## src/rtl/mem_lcd_ctrl_if.sv

```systemverilog
// Host/register-file/LCD bus of the LCD refresh controller.
// The slave modport is the controller side; master is the host side.
interface mem_lcd_ctrl_if;
  logic        start;
  logic        busy;
  logic        done;
  logic [3:0]  mem_rd_addr;
  logic [31:0] mem_rd_data;
  logic [7:0]  lcd_data;
  logic        lcd_rs;
  logic        lcd_rw;
  logic        lcd_e;

  modport master (
    output start, mem_rd_data,
    input  busy, done, mem_rd_addr, lcd_data, lcd_rs, lcd_rw, lcd_e
  );

  modport slave (
    input  start, mem_rd_data,
    output busy, done, mem_rd_addr, lcd_data, lcd_rs, lcd_rw, lcd_e
  );
endinterface

```

## src/rtl/mem_lcd_ctrl.sv

```systemverilog
// HD44780-style LCD controller: power-up wait, init command sequence, and
// on request a refresh of line 1 from 16 register-file words.
module mem_lcd_ctrl #(
  parameter int E_PULSE_CYC  = 12,
  parameter int CMD_WAIT_CYC = 2500,
  parameter int CLR_WAIT_CYC = 100000,
  parameter int PWR_WAIT_CYC = 2000000
) (
  input  logic          clk,
  input  logic          rst,
  mem_lcd_ctrl_if.slave bus
);

  localparam int MAX_A   = (E_PULSE_CYC > CMD_WAIT_CYC) ? E_PULSE_CYC : CMD_WAIT_CYC;
  localparam int MAX_B   = (CLR_WAIT_CYC > PWR_WAIT_CYC) ? CLR_WAIT_CYC : PWR_WAIT_CYC;
  localparam int MAX_CYC = (MAX_A > MAX_B) ? MAX_A : MAX_B;
  localparam int CW      = (MAX_CYC < 1) ? 1 : $clog2(MAX_CYC + 1);

  localparam logic [CW-1:0] CNT_ZERO = CW'(0);
  localparam logic [CW-1:0] CNT_ONE  = CW'(1);
  localparam logic [CW-1:0] E_LAST   = CW'(E_PULSE_CYC - 1);
  localparam logic [CW-1:0] CMD_LAST = CW'(CMD_WAIT_CYC - 1);
  localparam logic [CW-1:0] CLR_LAST = CW'(CLR_WAIT_CYC - 1);
  localparam logic [CW-1:0] PWR_LAST = CW'(PWR_WAIT_CYC);
  localparam logic          E_ZERO   = (E_PULSE_CYC == 0);
  localparam logic          CMD_ZERO = (CMD_WAIT_CYC == 0);
  localparam logic          CLR_ZERO = (CLR_WAIT_CYC == 0);

  typedef enum logic [2:0] {
    S_PWR_WAIT = 3'd0,
    S_INIT     = 3'd1,
    S_IDLE     = 3'd2,
    S_SET_ADDR = 3'd3,
    S_CHAR     = 3'd4,
    S_DONE     = 3'd5
  } state_t;

  typedef enum logic [1:0] {
    P_SETUP  = 2'd0,
    P_E_HIGH = 2'd1,
    P_E_WAIT = 2'd2
  } phase_t;

  state_t        r_state, w_state;
  phase_t        r_phase, w_phase;
  logic [CW-1:0] r_cnt, w_cnt;
  logic [3:0]    r_idx, w_idx;
  logic [7:0]    r_data, w_data;
  logic          r_rs, w_rs;

  logic          w_xfer;
  logic          w_is_clr;
  logic          w_wait_zero;
  logic [CW-1:0] w_wait_last;
  logic [7:0]    w_setup_byte;
  logic          w_setup_rs;
  logic          w_xfer_end;
  logic          w_unused_hi;

  assign w_xfer      = (r_state == S_INIT) || (r_state == S_SET_ADDR) || (r_state == S_CHAR);
  assign w_is_clr    = (r_state == S_INIT) && (r_idx == 4'd3);
  assign w_wait_zero = w_is_clr ? CLR_ZERO : CMD_ZERO;
  assign w_wait_last = w_is_clr ? CLR_LAST : CMD_LAST;
  assign w_setup_rs  = (r_state == S_CHAR);
  assign w_unused_hi = ^bus.mem_rd_data[31:8];

  // Byte presented during the SETUP cycle of the current transfer.
  always_comb begin
    w_setup_byte = 8'h00;
    case (r_state)
      S_INIT: begin
        case (r_idx)
          4'd0:    w_setup_byte = 8'h38;
          4'd1:    w_setup_byte = 8'h0C;
          4'd2:    w_setup_byte = 8'h06;
          default: w_setup_byte = 8'h01;
        endcase
      end
      S_SET_ADDR: w_setup_byte = 8'h80;
      S_CHAR:     w_setup_byte = bus.mem_rd_data[7:0];
      default:    w_setup_byte = 8'h00;
    endcase
  end

  // State register.
  always_ff @(posedge clk) begin
    if (rst) begin
      r_state <= S_PWR_WAIT;
      r_phase <= P_SETUP;
      r_cnt   <= CNT_ZERO;
      r_idx   <= 4'd0;
      r_data  <= 8'h00;
      r_rs    <= 1'b0;
    end else begin
      r_state <= w_state;
      r_phase <= w_phase;
      r_cnt   <= w_cnt;
      r_idx   <= w_idx;
      r_data  <= w_data;
      r_rs    <= w_rs;
    end
  end

  // Next state: transfer sub-phase sequencer, then top-level sequencing.
  always_comb begin
    w_state    = r_state;
    w_phase    = r_phase;
    w_cnt      = r_cnt;
    w_idx      = r_idx;
    w_data     = r_data;
    w_rs       = r_rs;
    w_xfer_end = 1'b0;

    if (w_xfer) begin
      case (r_phase)
        P_SETUP: begin
          w_data = w_setup_byte;
          w_rs   = w_setup_rs;
          w_cnt  = CNT_ZERO;
          if (!E_ZERO) begin
            w_phase = P_E_HIGH;
          end else if (!w_wait_zero) begin
            w_phase = P_E_WAIT;
          end else begin
            w_xfer_end = 1'b1;
          end
        end
        P_E_HIGH: begin
          if (r_cnt == E_LAST) begin
            w_cnt = CNT_ZERO;
            if (!w_wait_zero) begin
              w_phase = P_E_WAIT;
            end else begin
              w_xfer_end = 1'b1;
            end
          end else begin
            w_cnt = r_cnt + CNT_ONE;
          end
        end
        P_E_WAIT: begin
          if (r_cnt == w_wait_last) begin
            w_xfer_end = 1'b1;
          end else begin
            w_cnt = r_cnt + CNT_ONE;
          end
        end
        default: w_phase = P_SETUP;
      endcase
    end else begin
      w_phase = r_phase;
    end

    case (r_state)
      S_PWR_WAIT: begin
        if (r_cnt == PWR_LAST) begin
          w_state = S_INIT;
          w_cnt   = CNT_ZERO;
          w_phase = P_SETUP;
          w_idx   = 4'd0;
        end else begin
          w_cnt = r_cnt + CNT_ONE;
        end
      end
      S_INIT: begin
        if (w_xfer_end && (r_idx == 4'd3)) begin
          w_state = S_IDLE;
          w_idx   = 4'd0;
        end else if (w_xfer_end) begin
          w_idx = r_idx + 4'd1;
        end else begin
          w_idx = r_idx;
        end
      end
      S_IDLE: begin
        if (bus.start) begin
          w_state = S_SET_ADDR;
        end else begin
          w_state = S_IDLE;
        end
      end
      S_SET_ADDR: begin
        if (w_xfer_end) begin
          w_state = S_CHAR;
          w_idx   = 4'd0;
        end else begin
          w_state = S_SET_ADDR;
        end
      end
      S_CHAR: begin
        if (w_xfer_end && (r_idx == 4'd15)) begin
          w_state = S_DONE;
          w_idx   = 4'd0;
        end else if (w_xfer_end) begin
          w_idx = r_idx + 4'd1;
        end else begin
          w_idx = r_idx;
        end
      end
      S_DONE:  w_state = S_IDLE;
      default: w_state = S_PWR_WAIT;
    endcase

    if (w_xfer_end) begin
      w_phase = P_SETUP;
      w_cnt   = CNT_ZERO;
    end else begin
      w_phase = w_phase;
    end
  end

  // The address is decoded separately so the read data path has no loop back into this block.
  assign bus.mem_rd_addr = (r_state == S_CHAR) ? r_idx : 4'd0;

  // Outputs; in SETUP the bus shows the byte about to be latched so it is valid a cycle before lcd_e.
  always_comb begin
    bus.busy   = (r_state != S_IDLE) && (r_state != S_DONE);
    bus.done   = (r_state == S_DONE);
    bus.lcd_e  = w_xfer && (r_phase == P_E_HIGH);
    bus.lcd_rw = 1'b0;
    if (w_xfer && (r_phase == P_SETUP)) begin
      bus.lcd_data = w_setup_byte;
      bus.lcd_rs   = w_setup_rs;
    end else begin
      bus.lcd_data = r_data;
      bus.lcd_rs   = r_rs;
    end
  end

endmodule
```

## src/flat_wrapper.sv

```systemverilog
// flat-port wrapper written by rule: the top's interface ports become plain ports
module mem_lcd_ctrl_flat 
#(
  parameter int E_PULSE_CYC  = 12,
  parameter int CMD_WAIT_CYC = 2500,
  parameter int CLR_WAIT_CYC = 100000,
  parameter int PWR_WAIT_CYC = 2000000
)
  (clk, rst, bus_start, bus_mem_rd_data, bus_busy, bus_done, bus_mem_rd_addr, bus_lcd_data, bus_lcd_rs, bus_lcd_rw, bus_lcd_e);
  mem_lcd_ctrl_if bus_i ();
  input  logic clk;
  input  logic rst;
  input wire logic [$bits(bus_i.start)-1:0] bus_start;
  input wire logic [$bits(bus_i.mem_rd_data)-1:0] bus_mem_rd_data;
  output wire logic [$bits(bus_i.busy)-1:0] bus_busy;
  output wire logic [$bits(bus_i.done)-1:0] bus_done;
  output wire logic [$bits(bus_i.mem_rd_addr)-1:0] bus_mem_rd_addr;
  output wire logic [$bits(bus_i.lcd_data)-1:0] bus_lcd_data;
  output wire logic [$bits(bus_i.lcd_rs)-1:0] bus_lcd_rs;
  output wire logic [$bits(bus_i.lcd_rw)-1:0] bus_lcd_rw;
  output wire logic [$bits(bus_i.lcd_e)-1:0] bus_lcd_e;
  assign bus_i.start = bus_start;
  assign bus_i.mem_rd_data = bus_mem_rd_data;
  assign bus_busy = bus_i.busy;
  assign bus_done = bus_i.done;
  assign bus_mem_rd_addr = bus_i.mem_rd_addr;
  assign bus_lcd_data = bus_i.lcd_data;
  assign bus_lcd_rs = bus_i.lcd_rs;
  assign bus_lcd_rw = bus_i.lcd_rw;
  assign bus_lcd_e = bus_i.lcd_e;
  mem_lcd_ctrl #(.E_PULSE_CYC(E_PULSE_CYC), .CMD_WAIT_CYC(CMD_WAIT_CYC), .CLR_WAIT_CYC(CLR_WAIT_CYC), .PWR_WAIT_CYC(PWR_WAIT_CYC)) u_core (.clk(clk), .rst(rst), .bus(bus_i));
endmodule
```

## config.mk

```make
export PLATFORM = sky130hd
export DESIGN_NAME = mem_lcd_ctrl_flat
export DESIGN_NICKNAME = d
export VERILOG_FILES = /design/src/rtl/mem_lcd_ctrl_if.sv /design/src/rtl/mem_lcd_ctrl.sv /design/src/flat_wrapper.sv
export SDC_FILE = /design/constraint.sdc
export NUM_CORES = 1
export LEC_CHECK = 0
export ABC_AREA = 1
export CORE_ASPECT_RATIO = 0.6
export CORE_UTILIZATION = 52
export DETAILED_ROUTE_END_ITERATION = 6
export HOLD_SLACK_MARGIN = 0.05
export PLACE_DENSITY = 0.92
export REMOVE_ABC_BUFFERS = 1
export SLEW_MARGIN = 10
export SYNTH_ARGS = -nofsm -noshare
export SYNTH_HDL_FRONTEND = slang
export SYNTH_SLANG_ARGS = --single-unit
```

## constraint.sdc

```tcl
create_clock -name clk -period 2.35 [get_ports clk]
set_input_delay 0.3525 -clock clk [delete_from_list [all_inputs] [get_ports clk]]
set_output_delay 0.3525 -clock clk [all_outputs]
set_load 0.02 [all_outputs]
```

# --- Word-level counts from Yosys, hierarchy flattened ---
# Index checks and enable logic that the tools add are counted.
totals:
  register_bits: 39
  output_inout_bits: 17
  elab_cells: 80
  inputBits: 35
op_classes:
  add_sub_neg: 2
  n_mux: 32
  reduce_logical: 19
  eq_ne: 21
op_table:
  columns: ["cell", "n"]
  rows:
  - ["two-way mux 21 bit", 5]
  - ["one-hot mux 21 bit (3 select lines)", 1]
  - ["two-way mux 4 bit", 6]
  - ["one-hot mux 8 bit (3 select lines)", 1]
  - ["adder 21 x 1 -> 21 bit (second input constant)", 1]
  - ["equality test 21 bit", 1]
  - ["equality test 21 bit (second input constant)", 1]
  - ["equality test 21 x 4 -> 1 bit (second input constant)", 1]
  - ["one-hot mux 3 bit (6 select lines)", 1]
  - ["one-hot mux 6 bit (3 select lines)", 1]
  - ["two-way mux 17 bit", 1]
  - ["one-hot mux 4 bit (4 select lines)", 1]
  - ["two-way mux 3 bit", 4]
  - ["AND reduction 3 bit", 3]
  - ["equality test 4 x 2 -> 1 bit (second input constant)", 2]
  - ["two-way mux 2 bit", 4]
  - ["two-way mux 8 bit", 1]
  - ["nonzero test 4 bit", 2]
  - ["equality test 3 x 2 -> 1 bit (second input constant)", 2]
  - ["equality test 3 bit (second input constant)", 2]
  - ["logical AND 1 bit", 6]
  - ["!= test 3 bit (second input constant)", 2]
  - ["one-hot mux 2 bit (3 select lines)", 1]
  - ["two-way mux 1 bit", 5]
  - ["16 further kinds", 19]

# --- Depth between registers and ports, before layout ---
# Gate-level depths: netlist of the first run.
depth:
  ltp_word: 10
  depth_mapped: 16
  mapped_depth_nobuf: 15

# --- Least setup slack after synthesis of the first run ---
# OpenSTA, ideal clock, no wires.
synth_timing:
  path_type: "register -> output"
  startpoint: "reg u_core.r_state[0]"
  endpoint: "out bus_lcd_data[7]"
  path_buffers: 0
  t_required_ns: 1.997
  setup_slack_ns: 0.290
  arrival_ns: 1.708
  stages_incl_launch_ff: 8
  cell_sequence: "dfxtp_1 nor2_1 nand2_1 nand2_2 inv_2 nor2_2 inv_2 o21ai_0"
synth_via:
  elab_chain_cells: 5
  word_cells_on_any_way: 8
  classes_between: "eq/ne: 3; mux: 2; reduce/logical: 3"
synth_rtl:
  columns: ["element", "line_no", "source"]
  rows:
  - ["start: declaration", "mem_lcd_ctrl.sv:44", "state_t r_state, w_state;"]
  - ["start signal: assignment", "mem_lcd_ctrl.sv:95", "r_state <= w_state;"]
  - ["equality test 3 x 1 -> 1 bit or equality test 3 x 2 -> 1 bit (tied branches)", "mem_lcd_ctrl.sv:60, mem_lcd_ctrl.sv:70", null]
  - ["logical OR 1 bit (2 in series)", "mem_lcd_ctrl.sv:60", "assign w_xfer = (r_state == S_INIT) || (r_state == S_SET_ADDR) || (r_state == S_CHAR);"]
  - ["logical AND 1 bit", "mem_lcd_ctrl.sv:220", "if (w_xfer && (r_phase == P_SETUP)) begin"]
  - ["two-way mux 8 bit (*)", "mem_lcd_ctrl.sv:220", null]
  - ["end: declaration", "flat_wrapper.sv:18", "output wire logic [$bits(bus_i.lcd_data)-1:0] bus_lcd_data;"]
# Mark *: on every way between the ends. The rest lies on a longest branch, timed or not.

# --- Worst setup path after layout of the first run ---
layout_timing:
  startpoint: "reg u_core.r_phase[0]"
  endpoint: "reg u_core.r_cnt[7]"
layout_via:
  elab_chain_cells: 4
  word_cells_on_any_way: 12
  classes_between: "eq/ne: 3; mux: 5; reduce/logical: 4"
layout_rtl:
  columns: ["element", "line_no", "source"]
  rows:
  - ["start: declaration", "mem_lcd_ctrl.sv:45", "phase_t r_phase, w_phase;"]
  - ["start signal: assignment", "mem_lcd_ctrl.sv:96", "r_phase <= w_phase;"]
  - ["equality test 2 bit, or another cell as far along", "mem_lcd_ctrl.sv:115", "case (r_phase)"]
  - ["one-hot mux 21 bit (3 select lines) or two-way mux 1 bit (tied branches)", null, null]
  - ["two-way mux 21 bit or two-way mux 1 bit (tied branches)", "mem_lcd_ctrl.sv:114", "if (w_xfer) begin"]
  - ["two-way mux 21 bit or OR reduction 2 bit (tied branches)", null, null]
  - ["end signal: assignment", "mem_lcd_ctrl.sv:97", "r_cnt <= w_cnt;"]
  - ["end: declaration", "mem_lcd_ctrl.sv:46", "logic [CW-1:0] r_cnt, w_cnt;"]
# Parallel ways exist; a longest one is shown, timed or not. The select of a mux whose other input is x is not followed.
# A chain may end at the register's enable or synchronous reset.

==> metrics.md, run 1 <==
| Metric | Value |
|---|---|
| Complex-gate fraction of the synthesized area | `8.02%` |
| Clock power share | `33.7%` |
| CP max FO | `14` |
| Largest family of logic cells by synthesized area | `simple AND/OR/NAND/NOR gates` |
| Worst Path Arrival | `2.46 ns` |
| Critical path capture point type | `flop` |
| Pleak | `1.36 nW` |
| Ant. Diodes | `0` |
| Simple-gate portion of the synthesized area | `between 40% and 50%` |
| Post-Synth XOR/XNOR Area | `between 4 and 5%` |
| Seq/Total Area, Yosys | `30.3%` |
| Starting density of the core | `~55%` |
| GR Overflow Total | `0` |
| Pre-CTS setup slack | `-0.0426 ns` |
| CTS HTree Levels | `2` |
| Final worst-path setup slack | `0.0902 ns` |
| Max Clock Freq | `443 MHz` |
| Drt first-iter violations | `between 300 and 400` |
| Syn-to-layout area delta | `24.2%` |
| Post-synth ARST share | `0%` |
| Worst hold path type | `reg2reg` |
| Outcome | `finished, final reports clean` |
| Fin crit period | `2.26 ns` |
| First-pass GRT wire length | `11800 um` |
| Per-cell routed wire length | `14.4 um` |
| Portion of netlist area occupied by mux cells | `0%` |
| Fin crit share | `96.2%` |
| Seq pwr share | `44.8%` |
| IO Count | `52` |
| Bufs on Longest Clock Path | `2` |
| PortBufs | `26` |
| Layout Skew | `0.00576 ns` |
| Final setup fails | `0` |
| Finished Core Util | `68.6%` |
| Synthesized cell area | `0.00257 sq mm` |
| Total CTS buffers | `5` |
| Req. time, crit path | `2.55 ns` |
| Adder-cell share of the synthesized area | `4.86%` |
| Crit Path Class | `reg2reg` |
| Synthesized instance count | `410` |
| Nets | `506` |
| Clk sinks | `39` |
| Pwr dens | `484 mW/mm^2` |
| Max-slew violations | `0` |
| Hold Buf Count CTS | `0` |
| Share of cells above drive strength 1 | `17.1%` |
| Power Total | `1.55 mW` |
| GP Congestion | `between 1 and 1.5` |
| Cell-internal power | `between 1 and 1.5 mW` |
| Synth warn | `0` |
| Clock Latency Late Sink | `0.31 ns` |
| Critical Path Start Type | `flop` |
| Syn Area/Cell | `6.28 sq um` |
| Switching pwr | `roughly 0.47 mW` |
| Fin. Hold Viols | `0` |
| Via count | `2829` |
| Die area | `approximately 0.0052 sq mm` |
| Die Ht | `56.5 um` |
| Num rows | `19` |
| Largest net degree at the start of global routing | `20` |
| Hold_ws | `0.474 ns` |
| WHS Path Cells | `2` |
| Number of global-route vias before repair | `between 2k and 2.5k` |
| Clk root buf | `clkbuf_8` |
| Logic gate share of total power | `21.5%` |
| Clock-pin slew of the registers on the worst-case setup and hold paths | `0.08 ns` |
| Gr usage total | `29.2%` |
| Length in cells of the worst reg-to-reg path | `16` |
| Detailed Routing Iterations Pass 1 | `5` |
| Antenna violations before repair | `0` |
| Dominant synthesized flop cell | `dfxtp_1` |
| Netlist cell types | `31` |
| Routed vias/inst | `5.39` |
| Routed Antenna Nets | `0` |
| HPWL Detailed | `5350 um` |
| Routed WL | `7550 um` |
| VDD IR max | `roughly 0.00032 V` |
| Sw frac | `30.5%` |
| Chip Width | `92.8 um` |
| Drc violations | `0` |
| Maxcap violations | `0` |
| RSZ-0062 raised after global routing | `false` |
| CTS tree | `yes` |
| FF+latch count, synth | `39` |
| Core area | `0.00466 sq mm` |
| Number of synthesized flops with an enable pin | `0` |
[registers in the layout, summed over array words and instances, names as in the netlist]
register	count
u_core.r_idx	4
u_core.r_state	3
u_core.r_data	8
u_core.r_cnt	21
u_core.r_phase	2
u_core.r_rs	1
[Yosys cell counts, types with 8 or more instances]
master	count	area, sq um
ha_1	10	125
nand2_1	118	443
nor3_1	19	95.1
xor2_1	12	105
inv_1	46	173
o21ai_0	12	60.1
nand3_1	21	105
a21oi_1	18	90.1
nor2_1	59	221
dfxtp_1	39	781
nor2_2	14	87.6
nand4_1	8	50.1
[final timing paths]
kind,startpoint,endpoint,slack (ns)
worst max-delay path,u_core.r_phase[0],u_core.r_cnt[7],0.09
worst min-delay path,u_core.r_data[2],u_core.r_data[2],0.47
worst max register to register,u_core.r_phase[0],u_core.r_cnt[7],0.09
worst min register to register,u_core.r_data[2],u_core.r_data[2],0.47
[cell type report]
| cell class | count | area [sq um] |
|---|---|---|
| Tap cell | 63 | 78.8 |
| Timing Repair Buffer | 50 | 430 |
| Inverter | 54 | 209 |
| Clock buffer | 8 | 100 |
| Fill cell | 361 | 1460 |
| Multi-Input combinational cell | 311 | 1600 |
| Sequential cell | 39 | 782 |
[through the flow]
| step | area (sq um) | TNS [ns] | std cells |
|---|---|---|---|
| after floorplan | 2520 | 0 | 403 |
| after global placement | 3010 | 0 | 512 |
| after detailed placement | 3010 | -0.0426 | 512 |
| after CTS | 3130 | 0 | 522 |
| after global routing | 3200 | 0 | 525 |
| final | 3200 | 0 | 525 |
[metal layers]
| metal | wire (um) | global-route usage (%) |
|---|---|---|
| met4 | 189 | 10.1 |
| met5 | 0 | 0 |
| met3 | 816 | 6.37 |
| met1 | 3430 | 43.6 |
| met2 | 3120 | 40.8 |
[logic make-up after synthesis]
logic type                 after synthesis
other                                    1
AOI/OAI and AO/OA                       36
and+or+nand+nor                        251
xor gates and xnor gates                12
DFF                                     39
buffers and inverters                   61
adders and majority gates               10
[cell usage in the layout, fill, tap and decap left out, types with 2 or more instances in the layout]
cell and count:
a21oi_1 17, a21oi_2 2, buf_4 23, clkbuf_2 4, clkbuf_8 7, clkdlybuf4s50_1 16, dfxtp_1 38, dlygate4sd2_1 4
ha_1 9, inv_1 45, inv_2 7, nand2_1 117, nand2_2 5, nand2_4 3, nand3_1 21, nand4_1 8
nor2_1 56, nor2_2 16, nor2_4 4, nor3_1 18, o21ai_0 10, o21ai_1 2, xor2_1 12
[worst max-delay path, cell delays in order (launching register included)]
cell     delay, ns
dfxtp_1       0.32
inv_1         0.11
ha_2          0.21
nand2_1       0.08
nor2_1        0.14
nand2_1       0.09
nor2_1        0.12
nand2_1       0.10
nor2_4        0.17
nand2_4       0.10
nor2_4        0.15
inv_2         0.10
nand2_4       0.11
inv_2         0.07
o21ai_4       0.07
buf_12        0.17
nor2_1        0.06
[power groups by stage]
stage / clock network, mW / logic (mW) / registers, mW
finish: 0.521 / 0.333 / 0.693
floorplan: 0 / 0.167 / 0.706
detailed placement: 0 / 0.283 / 0.708
CTS: 0.521 / 0.304 / 0.692
global placement: 0 / 0.272 / 0.706
global route: 0.552 / 0.360 / 0.695
[what timing repair did]
item,in CTS,in global routing
cloned,1,0
pin swaps,2,2
setup buffers,1,3
gates resized for setup,10,29
hold endpoints to repair,0,0
setup endpoints to repair,10,35
(Power assumes the default switching activity.)
==> run 2: changes to the inputs <==
==> constraint.sdc (replaced) <==
create_clock -name clk -period 2.35 [get_ports clk]
set_input_delay 0.235 -clock clk [delete_from_list [all_inputs] [get_ports clk]]
set_output_delay 0.235 -clock clk [all_outputs]
set_load 0.02 [all_outputs]
==> run 2 against run 1 <==
Critical path depth is 1 lower; worst setup slack worse by 0.044 ns; via count is 3.0% lower; critical path type unchanged; register-to-register slack worse by 0.04 ns.
==> metrics.md, run 2 (synthesized netlist as in run 1, its figures left out) <==
| Metric | Value |
|---|---|
| Kind of cell adding the most delay to the critical path | `simple AND/OR/NAND/NOR gates` |
| FILL cells | `between 300 and 400` |
| Setup TNS Final | `0 ns` |
| Length in cells of the worst reg-to-reg path | `15` |
| Commonest cells after routing, fill and taps aside | `nand2_1 (118), nor2_1 (58), inv_1 (46), dfxtp_1 (37), nand3_1 (21)` |
| Hold Buf Count CTS | `0` |
| Critical Path Start Type | `flop` |
| Hold_ws | `0.472 ns` |
| Placement Cell Area | `between 0.002 and 0.003 sq mm` |
| Register area | `783 sq um` |
| Layout Skew | `0.00449 ns` |
| Share of cells above drive strength 1 | `13.1%` |
| IO Count | `52` |
| GP Congestion | `1.04` |
| HPWL Detailed | `between 5000 and 6000 um` |
| Max Clock Freq | `~430 MHz` |
| Number of global-route vias before repair | `2256` |
| Routed vias/inst | `5.34` |
| CP max stage delay | `approximately 0.40 ns` |
| Nets | `497` |
| CP max stage cell | `dfxtp_1` |
| GR Overflow Total | `0` |
| Placed instance count | `just over 500` |
| Clk sinks | `39` |
| Largest net degree at the start of global routing | `18` |
| Ant. Diodes | `0` |
| Clock Latency Late Sink | `0.30 ns` |
| Bufs on Longest Clock Path | `2` |
| Post-route cell area | `0.00310 sq mm` |
| Largest regs | `u_core.r_cnt x21, u_core.r_data x8, u_core.r_idx x4` |
| Maxcap violations | `0` |
| Routed Antenna Nets | `0` |
| Clk root buf | `clkbuf_8` |
| Most used cell along the critical path | `nand2_2` |
| Drt first-iter violations | `346` |
| Num rows | `19` |
| Pwr dens | `roughly 460 mW/mm^2` |
| Critical path capture point type | `flop` |
| Clock-pin slew of the registers on the worst-case setup and hold paths | `~0.07 ns` |
| Power Total | `1.42 mW` |
| Die area | `0.00524 sq mm` |
| PortBufs | `26` |
| Gr usage total | `26.8%` |
| CP max FO | `10` |
| Routed WL | `7250 um` |
| R2R Path Start | `u_core.r_idx[1]` |
| Fin crit period | `between 2 and 2.5 ns` |
| WHS Path Cells | `2` |
| Crit Path Class | `reg2reg` |
| Outcome | `finished, final reports clean` |
| Syn-to-layout area delta | `20.3%` |
| Reg with most FFs | `u_core.r_cnt` |
| Largest register FFs | `21` |
| Via count | `about 2.7k` |
| Fin. Hold Viols | `0` |
| Core area | `0.00466 sq mm` |
| Max-slew violations | `0` |
| Finished Core Util | `66.4%` |
| Fin cells | `514` |
| Critical R2R Capture | `u_core.r_cnt[15]` |
| CTS tree | `yes` |
| CTS HTree Levels | `2` |
| Hold Path Origin | `u_core.r_data[2]` |
| Starting density of the core | `55.2%` |
| Die Ht | `about 56 um` |
| Final worst-path setup slack | `0.0464 ns` |
| Crit path buf inv count | `4` |
| Worst Path Arrival | `2.49 ns` |
| Per-cell routed wire length | `14.1 um` |
| Worst hold path type | `reg2reg` |
| Final setup fails | `0` |
| Detailed Routing Iterations Pass 1 | `5` |
| Cells along the critical path | `ha_1, inv_1, nor2_1, nand2_1, nand2_1, nand2_2, nor2_4, nand2_2, nor2_4, inv_2, nand2_2, inv_2, o21ai_4, buf_12, a21oi_1` |
| Pre-CTS setup slack | `0.0581 ns` |
| Req. time, crit path | `2.54 ns` |
| Pleak | `between 1 and 1.5 nW` |
| Flop2flop setup slack | `between 0.04 and 0.05 ns` |
| Chip Width | `92.8 um` |
| Antenna violations before repair | `0` |
| Multi-input gate area | `0.00156 sq mm` |
| Most common cell after layout, fill and taps aside | `nand2_1` |
| Hold EP | `u_core.r_data[2]` |
| Fin crit share | `98.0%` |
| VDD IR max | `0.000288 V` |
| Total CTS buffers | `5` |
| Drc violations | `0` |
| First-pass GRT wire length | `between 10000 and 15000 um` |
==> run 2: timing repair <==
item | CTS | global route
endpoints found under the setup margin | 7 | 32
setup buffers | 0 | 2
gates resized for setup | 7 | 12
pin swaps | 0 | 2
gates cloned | 0 | 0
==> run 2: worst min-delay path: cells and delay by family, from the launching register on <==
kind / cells / cell delay [ns]
flip-flops: 1 / 0.30
AO/OA/AOI/OAI: 1 / 0.06
AND/OR/NAND/NOR: 1 / 0.07
==> run 2: worst max-delay path by stage <==
stage,startpoint,endpoint,cells after the start
6_report,u_core.r_idx[1],u_core.r_cnt[15],15
5_1_grt,u_core.r_idx[1],u_core.r_cnt[11],14
4_1_cts,u_core.r_state[0],bus_lcd_data[6],9
3_5_place_dp,u_core.r_idx[1],u_core.r_cnt[6],12
3_3_place_gp,u_core.r_idx[0],u_core.r_cnt[7],12
2_1_floorplan,u_core.r_idx[0],u_core.r_cnt[6],12
==> run 2: routing by layer <==
metal  global-route usage (%)  share of wire [%]
met2                     36.3                 41
met1                     43.0                 47
met4                     6.15                1.9
met3                     4.47                9.2
met5                        0                  0
==> run 2: area by class of cell <==
cell class	instances	area share, %
multi-input combinational	310	50.5
clock buffer	6	2.34
tap	63	2.55
sequential	39	25.3
inverter	54	6.63
timing repair buffer	42	12.7
==> run 2: power by group <==
part / internal, mW / switching, mW
Sequential: 0.677 / 0.0195
Clock: 0.198 / 0.234
Combinational: 0.108 / 0.187
